===== src/rtl/stopwatch_ctrl_if.sv =====
// Stopwatch controller bus: raw key levels and live time from the key/counter side,
// counter controls, display value and lap status back from the controller.
//   key_start/key_reset/key_record/key_load : raw asynchronous key levels, active-high
//   time_in   : live count from the BCD time counter
//   cnt_en, cnt_rst, load : counter enable, synchronous clear, one-cycle preset-load strobe
//   disp_out  : value for display (live time or selected lap)
//   view_mode : 1 when disp_out shows a lap entry
//   lap_count : number of valid laps; lap_full : lap_count == LAP_DEPTH
// Modports: master = key/counter side, slave = stopwatch_ctrl.
interface stopwatch_ctrl_if #(
  parameter int unsigned DATA_W    = 24,
  parameter int unsigned LAP_DEPTH = 8
);
  localparam int unsigned ADDR_W = $clog2(LAP_DEPTH);

  logic              key_start;
  logic              key_reset;
  logic              key_record;
  logic              key_load;
  logic [DATA_W-1:0] time_in;
  logic              cnt_en;
  logic              cnt_rst;
  logic              load;
  logic [DATA_W-1:0] disp_out;
  logic              view_mode;
  logic [ADDR_W:0]   lap_count;
  logic              lap_full;

  modport master (
    output key_start, key_reset, key_record, key_load, time_in,
    input  cnt_en, cnt_rst, load, disp_out, view_mode, lap_count, lap_full
  );

  modport slave (
    input  key_start, key_reset, key_record, key_load, time_in,
    output cnt_en, cnt_rst, load, disp_out, view_mode, lap_count, lap_full
  );
endinterface


===== src/rtl/stopwatch_ctrl.sv =====
// Stopwatch control: synchronises the push keys into one-cycle commands, runs the
// IDLE/RUN/STOP state machine driving the time counter, and keeps a lap buffer that can be
// browsed on the display while stopped.
//   clk  : system clock, all logic on the rising edge
//   rst  : synchronous active-high reset
//   bus  : stopwatch_ctrl_if slave (keys, time_in in; counter controls, display, lap status out)
module stopwatch_ctrl #(
  parameter int unsigned DATA_W    = 24,
  parameter int unsigned LAP_DEPTH = 8,
  parameter bit          LAP_WRAP  = 1'b0
) (
  input logic             clk,
  input logic             rst,
  stopwatch_ctrl_if.slave bus
);
  localparam int unsigned ADDR_W = $clog2(LAP_DEPTH);

  typedef enum logic [1:0] {StIdle, StRun, StStop} state_e;
  typedef enum logic [2:0] {CmdNone, CmdStart, CmdReset, CmdRecord, CmdLoad} cmd_e;

  function automatic logic [ADDR_W-1:0] wrap_inc(input logic [ADDR_W-1:0] p);
    return (p == ADDR_W'(LAP_DEPTH - 1)) ? '0 : p + ADDR_W'(1);
  endfunction

  // Key bit order: {start, reset, record, load}
  logic [3:0] keys, sync1_q, sync2_q, prev_q, pulse;
  cmd_e       cmd;
  state_e     state_q, state_d;

  logic              cnt_en_q, cnt_rst_q, load_q, view_q;
  logic [DATA_W-1:0] disp_q;
  logic [ADDR_W-1:0] wr_ptr_q, oldest_q, idx_q, rd_addr;
  logic [ADDR_W:0]   lap_count_q, rd_sum;
  logic              lap_full, lap_wr, browse;
  logic [DATA_W-1:0] lap_mem [LAP_DEPTH];

  assign keys  = {bus.key_start, bus.key_reset, bus.key_record, bus.key_load};
  assign pulse = sync2_q & ~prev_q;

  // Single command per cycle; lower-priority pulses in the same cycle are dropped
  always_comb begin
    cmd = CmdNone;
    if (pulse[3])      cmd = CmdStart;
    else if (pulse[2]) cmd = CmdReset;
    else if (pulse[1]) cmd = CmdRecord;
    else if (pulse[0]) cmd = CmdLoad;
  end

  always_comb begin
    state_d = state_q;
    unique case (state_q)
      StIdle: if (cmd == CmdStart) state_d = StRun;
      StRun:  if (cmd == CmdStart) state_d = StStop;
      StStop: begin
        if (cmd == CmdStart)      state_d = StRun;
        else if (cmd == CmdReset) state_d = StIdle;
      end
      default: state_d = StIdle;
    endcase
  end

  assign lap_full = (lap_count_q == (ADDR_W+1)'(LAP_DEPTH));
  assign lap_wr   = (cmd == CmdRecord) && (state_q == StRun) && (!lap_full || LAP_WRAP);
  assign browse   = (cmd == CmdRecord) && (state_q == StStop) && (lap_count_q != '0);

  // Browse index is relative to the oldest entry; fold back into the circular buffer
  always_comb begin
    rd_sum = {1'b0, oldest_q} + {1'b0, idx_q};
    if (rd_sum >= (ADDR_W+1)'(LAP_DEPTH)) rd_sum = rd_sum - (ADDR_W+1)'(LAP_DEPTH);
    rd_addr = rd_sum[ADDR_W-1:0];
  end

  always_ff @(posedge clk) begin
    if (rst) begin
      sync1_q     <= '0;
      sync2_q     <= '0;
      prev_q      <= '0;
      state_q     <= StIdle;
      cnt_en_q    <= 1'b0;
      cnt_rst_q   <= 1'b1;
      load_q      <= 1'b0;
      disp_q      <= '0;
      view_q      <= 1'b0;
      wr_ptr_q    <= '0;
      oldest_q    <= '0;
      idx_q       <= '0;
      lap_count_q <= '0;
    end else begin
      sync1_q   <= keys;
      sync2_q   <= sync1_q;
      prev_q    <= sync2_q;
      state_q   <= state_d;
      cnt_en_q  <= (state_d == StRun);
      cnt_rst_q <= (state_d == StIdle);
      load_q    <= (cmd == CmdLoad) && (state_q == StIdle);
      disp_q    <= view_q ? lap_mem[rd_addr] : bus.time_in;

      if ((state_q == StStop) && (cmd == CmdReset)) begin
        wr_ptr_q    <= '0;
        oldest_q    <= '0;
        idx_q       <= '0;
        lap_count_q <= '0;
        view_q      <= 1'b0;
      end else if ((state_q == StStop) && (cmd == CmdStart)) begin
        view_q <= 1'b0;
      end else if (lap_wr) begin
        wr_ptr_q <= wrap_inc(wr_ptr_q);
        // When full the write slot is the oldest entry, so the oldest moves on
        if (lap_full) oldest_q    <= wrap_inc(oldest_q);
        else          lap_count_q <= lap_count_q + (ADDR_W+1)'(1);
      end else if (browse) begin
        if (!view_q) begin
          view_q <= 1'b1;
          idx_q  <= '0;
        end else if (({1'b0, idx_q} + (ADDR_W+1)'(1)) == lap_count_q) begin
          idx_q <= '0;
        end else begin
          idx_q <= idx_q + ADDR_W'(1);
        end
      end
    end
  end

  // Lap storage is not reset; validity is tracked by lap_count only
  always_ff @(posedge clk) begin
    if (lap_wr && !rst) lap_mem[wr_ptr_q] <= bus.time_in;
  end

  assign bus.cnt_en    = cnt_en_q;
  assign bus.cnt_rst   = cnt_rst_q;
  assign bus.load      = load_q;
  assign bus.disp_out  = disp_q;
  assign bus.view_mode = view_q;
  assign bus.lap_count = lap_count_q;
  assign bus.lap_full  = lap_full;
endmodule

===== src/flat_wrapper.sv =====
// flat-port wrapper written by rule: the top's interface ports become plain ports
module stopwatch_ctrl_flat 
#(
  parameter int unsigned DATA_W    = 24,
  parameter int unsigned LAP_DEPTH = 8,
  parameter bit          LAP_WRAP  = 1'b0
)
  (clk, rst, bus_key_start, bus_key_reset, bus_key_record, bus_key_load, bus_time_in, bus_cnt_en, bus_cnt_rst, bus_load, bus_disp_out, bus_view_mode, bus_lap_count, bus_lap_full);
  stopwatch_ctrl_if #(.DATA_W(DATA_W), .LAP_DEPTH(LAP_DEPTH)) bus_i ();
  input logic clk;
  input logic rst;
  input wire logic [$bits(bus_i.key_start)-1:0] bus_key_start;
  input wire logic [$bits(bus_i.key_reset)-1:0] bus_key_reset;
  input wire logic [$bits(bus_i.key_record)-1:0] bus_key_record;
  input wire logic [$bits(bus_i.key_load)-1:0] bus_key_load;
  input wire logic [$bits(bus_i.time_in)-1:0] bus_time_in;
  output wire logic [$bits(bus_i.cnt_en)-1:0] bus_cnt_en;
  output wire logic [$bits(bus_i.cnt_rst)-1:0] bus_cnt_rst;
  output wire logic [$bits(bus_i.load)-1:0] bus_load;
  output wire logic [$bits(bus_i.disp_out)-1:0] bus_disp_out;
  output wire logic [$bits(bus_i.view_mode)-1:0] bus_view_mode;
  output wire logic [$bits(bus_i.lap_count)-1:0] bus_lap_count;
  output wire logic [$bits(bus_i.lap_full)-1:0] bus_lap_full;
  assign bus_i.key_start = bus_key_start;
  assign bus_i.key_reset = bus_key_reset;
  assign bus_i.key_record = bus_key_record;
  assign bus_i.key_load = bus_key_load;
  assign bus_i.time_in = bus_time_in;
  assign bus_cnt_en = bus_i.cnt_en;
  assign bus_cnt_rst = bus_i.cnt_rst;
  assign bus_load = bus_i.load;
  assign bus_disp_out = bus_i.disp_out;
  assign bus_view_mode = bus_i.view_mode;
  assign bus_lap_count = bus_i.lap_count;
  assign bus_lap_full = bus_i.lap_full;
  stopwatch_ctrl #(.DATA_W(DATA_W), .LAP_DEPTH(LAP_DEPTH), .LAP_WRAP(LAP_WRAP)) u_core (.clk(clk), .rst(rst), .bus(bus_i));
endmodule

===== config.mk =====
export PLATFORM = sky130hd
export DESIGN_NAME = stopwatch_ctrl_flat
export DESIGN_NICKNAME = d
export VERILOG_FILES = /design/src/rtl/stopwatch_ctrl_if.sv /design/src/rtl/stopwatch_ctrl.sv /design/src/flat_wrapper.sv
export SDC_FILE = /design/constraint.sdc
export NUM_CORES = 1
export LEC_CHECK = 0
export CAP_MARGIN = 20
export CORE_UTILIZATION = 55
export CTS_CLUSTER_SIZE = 8
export DETAILED_ROUTE_END_ITERATION = 10
export PLACE_DENSITY = 0.86
export SYNTH_ARGS = -nofsm -noshare
export SYNTH_HDL_FRONTEND = slang
export SYNTH_SLANG_ARGS = --single-unit

===== constraint.sdc =====
create_clock -name clk -period 4.85 [get_ports clk]
set_input_delay 0.485 -clock clk [delete_from_list [all_inputs] [get_ports clk]]
set_output_delay 0.485 -clock clk [all_outputs]
set_load 0.02 [all_outputs]

---- Word-level counts from Yosys, hierarchy flattened ----
Memories as Yosys holds them, arrays and structs flattened.
Index checks and enable logic that the tools add are counted.
word-level totals
  register bits after elaboration ......... 55
  RAM bits ................................ 192
  input port bits ......................... 30
  output and inout port bits .............. 33
  logic and storage cells ................. 75
  memories kept ........................... 1
operators by class
  $add $sub $neg .......................... 7
  $lt $le $gt $ge ......................... 1
  equal/unequal tests ..................... 11
  multiplexer cells ....................... 17
  bitwise logic cells ..................... 5
  reductions and logical operators ........ 20
memories
  name            depth  bits a word  rd ports  clocked after Yosys merged registers in  wr ports  line                  source
  u_core.lap_mem  8      24           1         0                                        1         stopwatch_ctrl.sv:35  logic [DATA_W-1:0] lap_mem [LAP_DEPTH];
operators with widths
  cell                   count
  $mux W3                9
  $mux W24               1
  $add A3 B1 Y3 const B  3
  $eq A3 B3 Y1 const B   3
  $reduce_and A3 Y1      3
  $logic_and A1 B1 Y1    8
  $mux W2                4
  $eq A3 B2 Y1 const B   2
  $pmux W2 S3            1
  $add A3 B1 Y4 const B  1
  $add A3 B3 Y4          1
  $add A4 B1 Y4 const B  1
  $and A4 B4 Y4          1
  $eq A2 B1 Y1 const B   2
  $eq A4 B4 Y1           1
  $eq A4 B4 Y1 const B   1
  $ge A4 B4 Y1 const B   1
  $logic_not A2 Y1       2
  $not A4 Y4             1
  $reduce_and A2 Y1      2
  $reduce_bool A4 Y1     1
  $eq A3 B1 Y1 const B   1
  $not A1 Y1             3
  $reduce_or A3 Y1       1
  other kinds (5)        7

---- Depth between registers and ports, before layout ----
  depth after elaboration ................. 12
  gate-level depth with buffers ........... 8
  depth with buffers taken out ............ 7

---- Worst setup path before layout ----
OpenSTA, ideal clock, no wires.
  path kind ............................... register -> register
  start ................................... register u_core.lap_count_q[0], in the netlist u_core.bus.lap_count[0]
  end ..................................... memory u_core.lap_mem[0][0] (enable)
  library setup time ...................... 0.474 ns
  arrival ................................. 3.921 ns
  required time ........................... 4.376 ns
  path slack .............................. 0.455 ns
  cell stages (with the launch flop) ...... 7
  path buffers ............................ 0
  clock period less this slack ............ 4.395 ns
  cells stage by stage .................... dfxtp_1 inv_1 ha_1 nand2b_1 nor2_1 nand3b_2 nor4b_1
on the way
  longest elaborated chain between the ends .. 6
ends and longest elaborated chain
  item                           line                   source
  start: declaration             stopwatch_ctrl.sv:33   logic [ADDR_W:0] lap_count_q, rd_sum;
  start signal: assignment       stopwatch_ctrl.sv:110  else lap_count_q <= lap_count_q + (ADDR_W+1)'(1);
  $eq A4 B4 Y1                   stopwatch_ctrl.sv:62   assign lap_full = (lap_count_q == (ADDR_W+1)'(LAP_DEPTH));
  net bus_lap_full               flat_wrapper.sv:23     output wire logic [$bits(bus_i.lap_full)-1:0] bus_lap_full;
  $logic_not A1 Y1               stopwatch_ctrl.sv:63   assign lap_wr = (cmd == CmdRecord) && (state_q == StRun) && (!lap_full || LAP_WRAP);
  $logic_and A1 B1 Y1            stopwatch_ctrl.sv:63
  $logic_and A1 B1 Y1            stopwatch_ctrl.sv:126  if (lap_wr && !rst) lap_mem[wr_ptr_q] <= bus.time_in;
  $mux W1                        stopwatch_ctrl.sv:126
  $mux W1 (not written as such)  stopwatch_ctrl.sv:126
  end: declaration               stopwatch_ctrl.sv:35
The timed path passes the listed nets, and every way through them passes these cells.

---- Worst setup path after layout ----
  start ................................... register u_core.idx_q[0]
  end ..................................... register u_core.disp_q[6], in the netlist u_core.bus.disp_out[6]
on the way
  longest elaborated chain between the ends .. 5
  elaborated cells on any way between the ends .. 6
  classes of those cells .................. 2 x add/sub; 1 x order compare; 2 x mux; 1 x memory
ends and longest elaborated chain
  item                                                  line                   source
  start: declaration                                    stopwatch_ctrl.sv:32   logic [ADDR_W-1:0] wr_ptr_q, oldest_q, idx_q, rd_addr;
  start signal: assignment                              stopwatch_ctrl.sv:118  idx_q <= idx_q + ADDR_W'(1);
  $add A3 B3 Y4 (*)                                     stopwatch_ctrl.sv:68   rd_sum = {1'b0, oldest_q} + {1'b0, idx_q};
  $ge A4 B4 Y1 / $sub A3 B1 Y3 (equally long branches)  stopwatch_ctrl.sv:69   if (rd_sum >= (ADDR_W+1)'(LAP_DEPTH)) rd_sum = rd_sum - (ADDR_W+1)'(LAP_DEPTH);
  $mux W3 (*)                                           stopwatch_ctrl.sv:69
  $mem_v2 Z8 W24 (*)                                    --
  $mux W24 (*)                                          stopwatch_ctrl.sv:96   disp_q <= view_q ? lap_mem[rd_addr] : bus.time_in;
  end signal: assignment                                stopwatch_ctrl.sv:96
  end: declaration                                      stopwatch_ctrl.sv:31   logic [DATA_W-1:0] disp_q;
Every way passes the cells marked *; elsewhere a longest branch is shown, timed or not.
A chain may end at the register's enable or synchronous reset.

==> flow_summary.ini <==
[clocking]
cts_setup_buffers = 0
cts_buffers = 36
cts_buffer_depth = 3
clkSlewWorstSetupHoldPaths_ns = 0.05
clkSinkCount = 247
tritoncts = built
htree_levels = 2
postCtsResizedCells = 0
ctsHoldBuffers = 0
cts_root_buf = clkbuf_16
clk-insertion-delay-late_ns = 0.50

[route]
wl_mm = 18.3
dr.first_iter.drc_count = 481
avgViaCountPerCell = 5.85
drtAntennaViolNets = 0
dr.pass1.iters = 5
routedWlPerCell_um = 21.8
vias = 4894
drc = 0

[yosys]
synth_top_area_share_pct = 61.9
ys_async_sr_fraction_pct = 0
syn_nets = 541
synth_top_area_cell = edfxtp_1
yosysSeqAreaShare_pct = 73.7
ys.flop_type = edfxtp_1
synth_edf_count = 192
syn_inst = 504
synth_seq_cells = 247
synth_area_leaders = edfxtp_1 62%, dfxtp_1 12%, mux4_2 12%
syn_area_per_cell_um2 = 18.5
syn-cell-area_um2 = 9320
yosys-top-cells-count = 192 x edfxtp_1, 55 x dfxtp_1, 48 x mux4_2, 44 x nor2_1, 25 x a211oi_1
yosysUniqueCellTypes = 42
yosysMostFrequentCell = edfxtp_1
ys_warn_count = 0

[critical_path]
crit_slowest_cell = fa_2
critPathBufInv = 1
worst_setup_path_start_kind = flip-flop
path_cells = ha_4 > fa_2 > buf_4 > mux4_2 > mux2i_1 > a211oi_1
critPathKind = flip-flop to flip-flop
arrival_ns = 3.36
end_kind = flip-flop
path_max_fanout = 37
cp.required_ns = 5.17
path_delay_family = adder cells
max_stage_delay_ns = 1.23

[power]
switching_power_mw = 0.911
power_density_nw_per_um2 = 416
sw_frac_of_total_pct = 19.5
p_int_mw = 3.77
power_leakage_nw = 3.80
pwr-share-seq_pct = 49.3
p_clk_share_pct = 48.3
combPwrFrac_pct = 2.5
vdd_drop_max_mv = 0.226

[global_routing]
grt-ovfl-total = 0
grt_max_degree = 52
grt_pass1_vias = 5112
antenna_found_initial = 1
grt_usage_pct = 22.2
grt_pass1_wl_mm = 28.8

[sta]
clock_skew_ns = 0.00970
worst_slew_pin_slew_ns = 1.09
min_period_over_period_pct = 62.6
slew_violations = 0
rsz0062_at_grt = false
slew-limit-headroom_pct = 27.2
finalSetupViolations = 0
setup_ws_ns = 1.81
tns_ns = 0
holdWs_ns = 0.406
hold_violations = 0
fmaxAchievable_mhz = 329
fin_crit_ns = 3.04

[cells_and_area]
fin_nets = 626
final_cell_count_no_fill = 837
syn_to_final_growth_pct = 20.7
drive_above_1_share_pct = 18.7

[placed_design]
io_buffers = 62
dp_hpwl_mm = 9.36
dp_slack_ns = 1.83
dp.cells = 771
routabilityCongestion = 0.760

[die]
die_y_um = 132
rows = 47
core_um2 = 16600
start_util_pct = 56.2
dieArea_um2 = 17500
die_w_um = 132
top_level_ports = 63

[outcome]
status = complete, no violations

[hold_path]
hold_path_class = flip-flop to flip-flop

[job]
maxCapViolCount = 0
-- layout make-up --
| cell class | count | area, µm² |
|---|---|---|
| sequential | 247 | 6870 |
| antenna | 1 | 2.50 |
| inverter | 6 | 22.5 |
| clock inverter | 2 | 17.5 |
| fill | 1005 | 5330 |
| tap | 220 | 275 |
| clock buffer | 63 | 1020 |
| timing repair buffer | 73 | 698 |
| multi-input combinational | 225 | 2340 |
-- power by group through the flow --
stage / Clock, mW / Combinational (mW) / Sequential [mW]
floorplan: 0 / 0.0266 / 2.36
global placement: 0 / 0.110 / 2.35
detailed placement: 0 / 0.115 / 2.35
CTS: 2.29 / 0.117 / 2.31
global route: 2.39 / 0.125 / 2.30
finish: 2.26 / 0.116 / 2.31
-- registers in the layout, indices dropped and copies added, names as in the netlist, 4 cells and up --
signal                cells
u_core.bus.lap_count      4
u_core.lap_mem          192
u_core.bus.disp_out      24
u_core.prev_q             4
u_core.sync1_q            4
u_core.sync2_q            4
-- stage by stage --
stage / cell area [µm²] / utilization (%) / power, mW
after floorplan: 9320 / - / 2.39
after global placement: 10200 / 61.5 / 2.46
after detailed placement: 10200 / 61.5 / 2.46
after CTS: 11200 / 67.8 / 4.72
after global routing: 11200 / 67.8 / 4.82
final: 11200 / 67.8 / 4.68
-- metal layers --
metal  global-route usage (%)  wire, µm
met5                        0         0
met4                     10.3       619
met1                     27.0      7160
met3                     5.15      1070
met2                     37.7      9430
-- cells in the final DEF, fill, tap and decap left out, types with 7 or more instances in the layout --
master,n
a21oi_1,7
mux2i_1,24
buf_4,11
mux4_2,48
a211oi_1,25
nor2_1,41
nor2b_1,16
nand2_1,11
clkbuf_1,26
clkbuf_16,37
clkdlybuf4s50_1,61
edfxtp_1,192
dfxtp_1,54
-- worst register-to-register path, delay by kind of cell (launching register included) --
kind,cells,cell delay (ns)
mux,2,0.53
fa+ha+maj,2,1.44
flops,1,0.39
buf+inv,1,0.40
compound gates,1,0.10
-- cells by family after synthesis --
family,share of synthesized area (%)
flip-flops,73.7
AND/OR/NAND/NOR,5.08
multiplexers,14.2
AO/OA/AOI/OAI,3.37
buffers and inverters,1.71
XOR/XNOR,0.953
adder cells (fa/ha/maj),1.02
-- path summary, 6_finish.rpt --
| kind | start | cells after the start | endpoint | slack, ns |
|---|---|---|---|---|
| max | u_core.idx_q[0] | 6 | u_core.bus.disp_out[6] | 1.81 |
| max reg2reg | u_core.idx_q[0] | 6 | u_core.bus.disp_out[6] | 1.81 |
| min | u_core.prev_q[0] | 1 | u_core.bus.load | 0.41 |
| min reg2reg | u_core.prev_q[0] | 1 | u_core.bus.load | 0.41 |
Power figures use the tool's default switching activity.
